<file path="src/rtl/l2_playback_player.sv">
// ---------------------------------------------------------------------------
// l2_playback_player
// Plays stimulus vectors from a vector memory into an L2 block and compares
// the L2 outputs against the expected half of each memory word.
//
// Ports
//   clk, rst_n        : clock, asynchronous active-low reset
//   start             : one-cycle pulse, accepted only in IDLE or DONE
//   num_vectors       : vectors to play (ADDR_W+1 bits), sampled on accepted start
//   vec_rd_en/addr    : vector memory read strobe / address
//   vec_rd_data       : memory word, valid one cycle after vec_rd_en
//                       {stimulus[IN_W-1:0], expected[OUT_W-1:0]}
//   stim_out          : registered stimulus to the L2 (MSB is the L2 rst_n)
//   dut_out, cmp_mask : L2 outputs and per-bit compare enable
//   busy, done        : RUN/DRAIN and DONE indications
//   err, mismatch_cnt : sticky error and saturating mismatch count for the run
//   first_err_idx     : index of the first mismatching vector of the run
// ---------------------------------------------------------------------------
module l2_playback_player #(
  parameter int IN_W   = 170,
  parameter int OUT_W  = 71,
  parameter int ADDR_W = 16
) (
  input  logic                    clk,
  input  logic                    rst_n,
  input  logic                    start,
  input  logic [ADDR_W:0]         num_vectors,
  output logic                    vec_rd_en,
  output logic [ADDR_W-1:0]       vec_rd_addr,
  input  logic [IN_W+OUT_W-1:0]   vec_rd_data,
  output logic [IN_W-1:0]         stim_out,
  input  logic [OUT_W-1:0]        dut_out,
  input  logic [OUT_W-1:0]        cmp_mask,
  output logic                    busy,
  output logic                    done,
  output logic                    err,
  output logic [15:0]             mismatch_cnt,
  output logic [ADDR_W-1:0]       first_err_idx
);

  typedef enum logic [1:0] {
    S_IDLE  = 2'd0,
    S_RUN   = 2'd1,
    S_DRAIN = 2'd2,
    S_DONE  = 2'd3
  } state_t;

  localparam logic [ADDR_W-1:0] L_IDX_ONE  = {{(ADDR_W-1){1'b0}}, 1'b1};
  localparam logic [ADDR_W-1:0] L_IDX_ZERO = {ADDR_W{1'b0}};

  // Masked compare of one L2 output vector against its expected value.
  function automatic logic f_mismatch(input logic [OUT_W-1:0] act,
                                      input logic [OUT_W-1:0] exp,
                                      input logic [OUT_W-1:0] msk);
    f_mismatch = |((act ^ exp) & msk);
  endfunction

  state_t              r_state;
  state_t              w_next;
  logic [ADDR_W-1:0]   r_idx;       // next address to read
  logic [ADDR_W-1:0]   r_last_idx;  // address of the final read of the run
  logic                r_rd_vld;    // a read was issued last cycle
  logic [ADDR_W-1:0]   r_rd_idx;    // index of that read
  logic                r_exp_vld;   // r_exp holds a vector awaiting compare
  logic [OUT_W-1:0]    r_exp;
  logic [ADDR_W-1:0]   r_exp_idx;

  logic w_start_ok;
  logic w_nv_zero;
  logic w_reading;
  logic w_last_rd;
  logic w_mismatch;

  assign w_start_ok  = start && ((r_state == S_IDLE) || (r_state == S_DONE));
  assign w_nv_zero   = (num_vectors == {(ADDR_W+1){1'b0}});
  assign w_reading   = (r_state == S_RUN);
  assign w_last_rd   = w_reading && (r_idx == r_last_idx);
  assign w_mismatch  = r_exp_vld && f_mismatch(dut_out, r_exp, cmp_mask);
  assign vec_rd_addr = r_idx;

  // State register.
  always_ff @(posedge clk or negedge rst_n) begin
    if (!rst_n) begin
      r_state <= S_IDLE;
    end else begin
      r_state <= w_next;
    end
  end

  // Next-state logic.
  always_comb begin
    w_next = r_state;
    case (r_state)
      S_IDLE, S_DONE: begin
        if (w_start_ok) begin
          w_next = w_nv_zero ? S_DONE : S_RUN;
        end else begin
          w_next = r_state;
        end
      end
      S_RUN: begin
        if (w_last_rd) begin
          w_next = S_DRAIN;
        end else begin
          w_next = S_RUN;
        end
      end
      // The pipeline is empty once the last word sits in r_exp with no read behind it.
      S_DRAIN: begin
        if (r_exp_vld && !r_rd_vld) begin
          w_next = S_DONE;
        end else begin
          w_next = S_DRAIN;
        end
      end
      default: w_next = S_IDLE;
    endcase
  end

  // State-decoded outputs.
  always_comb begin
    vec_rd_en = 1'b0;
    busy      = 1'b0;
    done      = 1'b0;
    case (r_state)
      S_IDLE:  begin vec_rd_en = 1'b0; busy = 1'b0; done = 1'b0; end
      S_RUN:   begin vec_rd_en = 1'b1; busy = 1'b1; end
      S_DRAIN: busy = 1'b1;
      S_DONE:  done = 1'b1;
      default: begin vec_rd_en = 1'b0; busy = 1'b0; done = 1'b0; end
    endcase
  end

  // Read pipeline: read -> stimulus/expected register -> compare.
  always_ff @(posedge clk or negedge rst_n) begin
    if (!rst_n) begin
      r_rd_vld  <= 1'b0;
      r_rd_idx  <= L_IDX_ZERO;
      r_exp_vld <= 1'b0;
      r_exp     <= {OUT_W{1'b0}};
      r_exp_idx <= L_IDX_ZERO;
      stim_out  <= {IN_W{1'b0}};
    end else begin
      r_rd_vld  <= w_reading;
      r_rd_idx  <= r_idx;
      r_exp_vld <= r_rd_vld;
      // stim_out holds the last stimulus once the run ends.
      if (r_rd_vld) begin
        stim_out  <= vec_rd_data[IN_W+OUT_W-1:OUT_W];
        r_exp     <= vec_rd_data[OUT_W-1:0];
        r_exp_idx <= r_rd_idx;
      end else begin
        stim_out  <= stim_out;
        r_exp     <= r_exp;
        r_exp_idx <= r_exp_idx;
      end
    end
  end

  // Read index, run length and result registers.
  always_ff @(posedge clk or negedge rst_n) begin
    if (!rst_n) begin
      r_idx         <= L_IDX_ZERO;
      r_last_idx    <= L_IDX_ZERO;
      err           <= 1'b0;
      mismatch_cnt  <= 16'd0;
      first_err_idx <= L_IDX_ZERO;
    end else if (w_start_ok) begin
      r_idx         <= L_IDX_ZERO;
      // For num_vectors = 2^ADDR_W the low bits are zero and this wraps to all-ones.
      r_last_idx    <= num_vectors[ADDR_W-1:0] - L_IDX_ONE;
      err           <= 1'b0;
      mismatch_cnt  <= 16'd0;
      first_err_idx <= L_IDX_ZERO;
    end else begin
      if (w_reading) begin
        r_idx <= r_idx + L_IDX_ONE;
      end else begin
        r_idx <= r_idx;
      end
      if (w_mismatch) begin
        err <= 1'b1;
        if (mismatch_cnt != 16'hFFFF) begin
          mismatch_cnt <= mismatch_cnt + 16'd1;
        end else begin
          mismatch_cnt <= mismatch_cnt;
        end
        if (!err) begin
          first_err_idx <= r_exp_idx;
        end else begin
          first_err_idx <= first_err_idx;
        end
      end else begin
        err           <= err;
        mismatch_cnt  <= mismatch_cnt;
        first_err_idx <= first_err_idx;
      end
    end
  end

endmodule

</file>
<file path="config.mk">
export PLATFORM = sky130hd
export DESIGN_NAME = l2_playback_player
export DESIGN_NICKNAME = d
export VERILOG_FILES = /design/src/rtl/l2_playback_player.sv
export SDC_FILE = /design/constraint.sdc
export NUM_CORES = 1
export LEC_CHECK = 0
export CORE_AREA = 2 2 243 245
export CTS_CLUSTER_DIAMETER = 100
export DETAILED_ROUTE_END_ITERATION = 6
export DIE_AREA = 0 0 245 247
export PLACE_DENSITY = 0.51
export SLEW_MARGIN = 40
export SYNTH_ARGS = -nofsm -noshare
export SYNTH_HDL_FRONTEND = slang
export SYNTH_SLANG_ARGS = --single-unit
</file>
<file path="constraint.sdc">
create_clock -name clk -period 2.2 [get_ports clk]
set_input_delay 0.44 -clock clk [delete_from_list [all_inputs] [get_ports clk]]
set_output_delay 0.44 -clock clk [all_outputs]
set_load 0.01 [all_outputs]
</file>
==> results of run 1 <==
==> metrics by stage <==
| step | total power [mW] | worst slack (ns) | utilization [%] | hold slack [ns] |
|---|---|---|---|---|
| floorplan | 14.27 | 0.1089 | - | 0.1444 |
| global placement | 19.53 | -0.6903 | 37.97 | 0.4418 |
| detailed placement | 19.65 | -0.6741 | 37.97 | 0.4451 |
| CTS | 26.69 | -0.1119 | 40.33 | 0.4486 |
| global route | 27.85 | -0.1722 | 40.67 | 0.4551 |
| finish | 26.30 | -0.05057 | 40.67 | 0.4512 |
==> worst max-delay path: stages, from the launching register on <==
cell and delay [ns]:
dfrtp_1 0.39, xor2_1 0.16, a22oi_1 0.20, nand4_1 0.21
nor4_4 0.41, buf_4 0.19, a311oi_4 0.12, buf_12 0.20
a31o_2 0.25
==> cells by family after synthesis <==
family	after synthesis	synth area share [%]
muxes	259	20.15
AOI/OAI and AO/OA	110	5.208
xor gates and xnor gates	111	6.722
DFF	342	59.17
and+or+nand+nor	179	6.333
adders and majority gates	6	0.5191
buffers and inverters	62	1.895
==> routing by layer <==
metal	up-vias	global-route usage [%]	share of wire, %
li1	5181	-	-
met1	5468	19.42	40
met2	364	28.29	50
met3	79	5.600	7.6
met4	6	4.986	2.2
met5	-	0	0.081
==> registers in the layout (all words and copies together), names as in the netlist <==
register,flops
err,1
first_err_idx,16
mismatch_cnt,16
r_exp,71
r_exp_idx,16
r_exp_vld,1
r_last_idx,16
r_rd_idx,16
r_rd_vld,1
r_state,2
stim_out,170
vec_rd_addr,16
==> cells in the final DEF (no fill, tap or decap), types with 12 or more instances in the layout <==
| cell | n |
|---|---|
| clkdlybuf4s50_1 | 615 |
| a21oi_1 | 12 |
| mux2_2 | 257 |
| nor2_1 | 43 |
| nand2_1 | 46 |
| o21ai_0 | 20 |
| buf_4 | 40 |
| clkbuf_16 | 45 |
| nand4_1 | 20 |
| or3_1 | 14 |
| a31o_2 | 13 |
| buf_12 | 17 |
| nand3_1 | 13 |
| xor2_1 | 99 |
| xnor2_1 | 12 |
| a22oi_1 | 33 |
| dfrtp_1 | 335 |
==> final timing paths <==
check / end / slack [ns] / cells past startpoint
setup / recovery: first_err_idx[12] / -0.05 / 8
hold / removal: stim_out[149] / 0.45 / 2
setup reg to reg: first_err_idx[12] / -0.05 / 8
hold reg to reg: r_exp_idx[9] / 0.48 / 1
max in group asynchronous: first_err_idx[15] / 1.04 / 3
min in group clk: r_exp_idx[9] / 0.48 / 1
==> power by group <==
part	internal [mW]	leakage, nW	switching, mW	total [mW]
clock	4.11	0.676	2.70	6.81
sequential	8.33	4.10	1.53	9.86
combinational	5.70	5.12	3.93	9.63
total	18.1	9.90	8.16	26.3
==> what timing repair did <==
| item | in CTS | in global routing |
|---|---|---|
| hold endpoints to repair | 49 | 0 |
| endpoints found under the setup margin | 39 | 39 |
| cloned | 0 | 2 |
| resized for setup | 10 | 42 |
| hold buffers | 1 | 0 |
| pin swaps | 5 | 33 |
==> cell type report <==
type                            count  area, sq um  area share [%]
Sequential cell                   342         8569           36.18
Tap cell                          773        967.2           4.083
Inverter                           11        41.29          0.1743
Timing Repair Buffer              684         6938           29.29
Multi-Input combinational cell    665         5791           24.45
Clock buffer                       59         1226           5.177
Antenna cell                        8        20.02         0.08452
Clock inverter                     13        133.9          0.5652
==> metrics.yaml, run 1 <==
status: "finished, violations left"
violations: "negative setup slack"
cts.clk_slew.worst_paths_ns: 0.06
die_h_microns: 247
post-route-period-util_pct: 102.3
cts_buffers: 42
hold_class: "in2async"
routabilityCongestion: 0.8745
fill_cells: 5585
antenna_found_initial: 11
synth.cell_area_sq_mm: 0.01446
ys_top_cells_by_area: "dfrtp_1, mux2_2, xor2_1"
fin_nets: 2155
synthToLayoutAreaGrowth_pct: 63.78
crit_type: "reg2reg"
slew_headroom_pct: 62.89
grt_pass1_vias: 12140
ys_top_cells_by_count: "dfrtp_1, mux2_2, xor2_1"
clock_sinks: 342
cp_max_fo: 30
setup_ws_ns: -0.05057
p_leak_nw: 9.897
drv_slew: 0
die_area_sq_mm: 0.06052
die-width_microns: 245
rows: 89
synth-edff-count: 0
synth.distinct_cells: 47
via_count: 11100
place_area_sq_mm: 0.02211
rsz0062_at_grt: "true"
arrival_ns: 2.68
final-hold-violation-count: 0
drt_iter0_drc: 415
yosysWarnings: 0
worst_pin_slew_ns: 0.5566
vdd_drop_max_mv: 0.7560
critical_path_required_ns: 2.63
cap_violations: 0
final.setup.tns_ns: -0.5705
grt_overflow: 0
start_util_pct: 24.83
drt_wl_total_microns: 50590
postSynthAreaPerCell_sq_um: 13.53
cts_root_buf: "clkbuf_16"
cts_setup_buffers: 0
timing.fmax_ghz: 0.4443
port_buffers: 624
viasPerCell: 4.344
setup_viol_count_final: 19
finalNonFillerCells: 2555
crit-reg2reg-launch: "r_exp[19]"
critical_path.startpoint: "r_exp[19]"
synth.most_common_cell: "dfrtp_1"
synthesis.nets: 1478
grtUsageTotal_pct: 16.48
fin_area_sq_mm: 0.02369
grt_max_degree: 71
ant_nets: 0
ys_seq_elements: 342
synth.largest_area_cell: "dfrtp_1"
clk_path_buf_depth: 3
dp_hpwl_microns: 39350
synth-main-ff-cell: "dfrtp_1"
route.detailed.drc: 0
core-area_sq_mm: 0.05824
end_kind: "flop"
wl_per_cell_microns: 19.80
synth_top_area_share_pct: 59.17
grt_pass1_wl_microns: 75470
start_kind: "flop"
drive_above_1_share_pct: 24.69
fin_skew_ns: 0.01555
h-tree-depth: 2
seq_area_frac_synth_pct: 59.17
fin_crit_ns: 2.251
p_per_area_mw_per_mm2: 1110
dr.pass1.iters: 4
dp.cells: 2472
cts_tree: "built"
io-pin-count: 625
synthCells: 1069
synth-async-reset-ratio_pct: 100.0
clock_latency_ns: 0.56
Note: power is estimated with default switching activity, not from simulation.
==> run 2: changes to the inputs <==
--- a/config.mk
+++ b/config.mk
@@ -5,8 +5,9 @@
 export SDC_FILE = /design/constraint.sdc
 export NUM_CORES = 1
 export LEC_CHECK = 0
+export ABC_CLOCK_PERIOD_IN_PS = 2200
 export CORE_AREA = 2 2 243 245
-export CTS_CLUSTER_DIAMETER = 100
+export CTS_CLUSTER_DIAMETER = 200
 export DETAILED_ROUTE_END_ITERATION = 6
 export DIE_AREA = 0 0 245 247
 export PLACE_DENSITY = 0.51
==> results of run 2 <==
No change in the layout: final DEF, timing and power equal those of run 1.
==> run 3: changes to the inputs <==
--- a/config.mk
+++ b/config.mk
@@ -5,7 +5,6 @@
 export SDC_FILE = /design/constraint.sdc
 export NUM_CORES = 1
 export LEC_CHECK = 0
-export ABC_CLOCK_PERIOD_IN_PS = 2200
 export CORE_AREA = 2 2 243 245
 export CTS_CLUSTER_DIAMETER = 200
 export DETAILED_ROUTE_END_ITERATION = 6
==> results of run 3 <==
No change in the layout: final DEF, timing and power equal those of run 1.
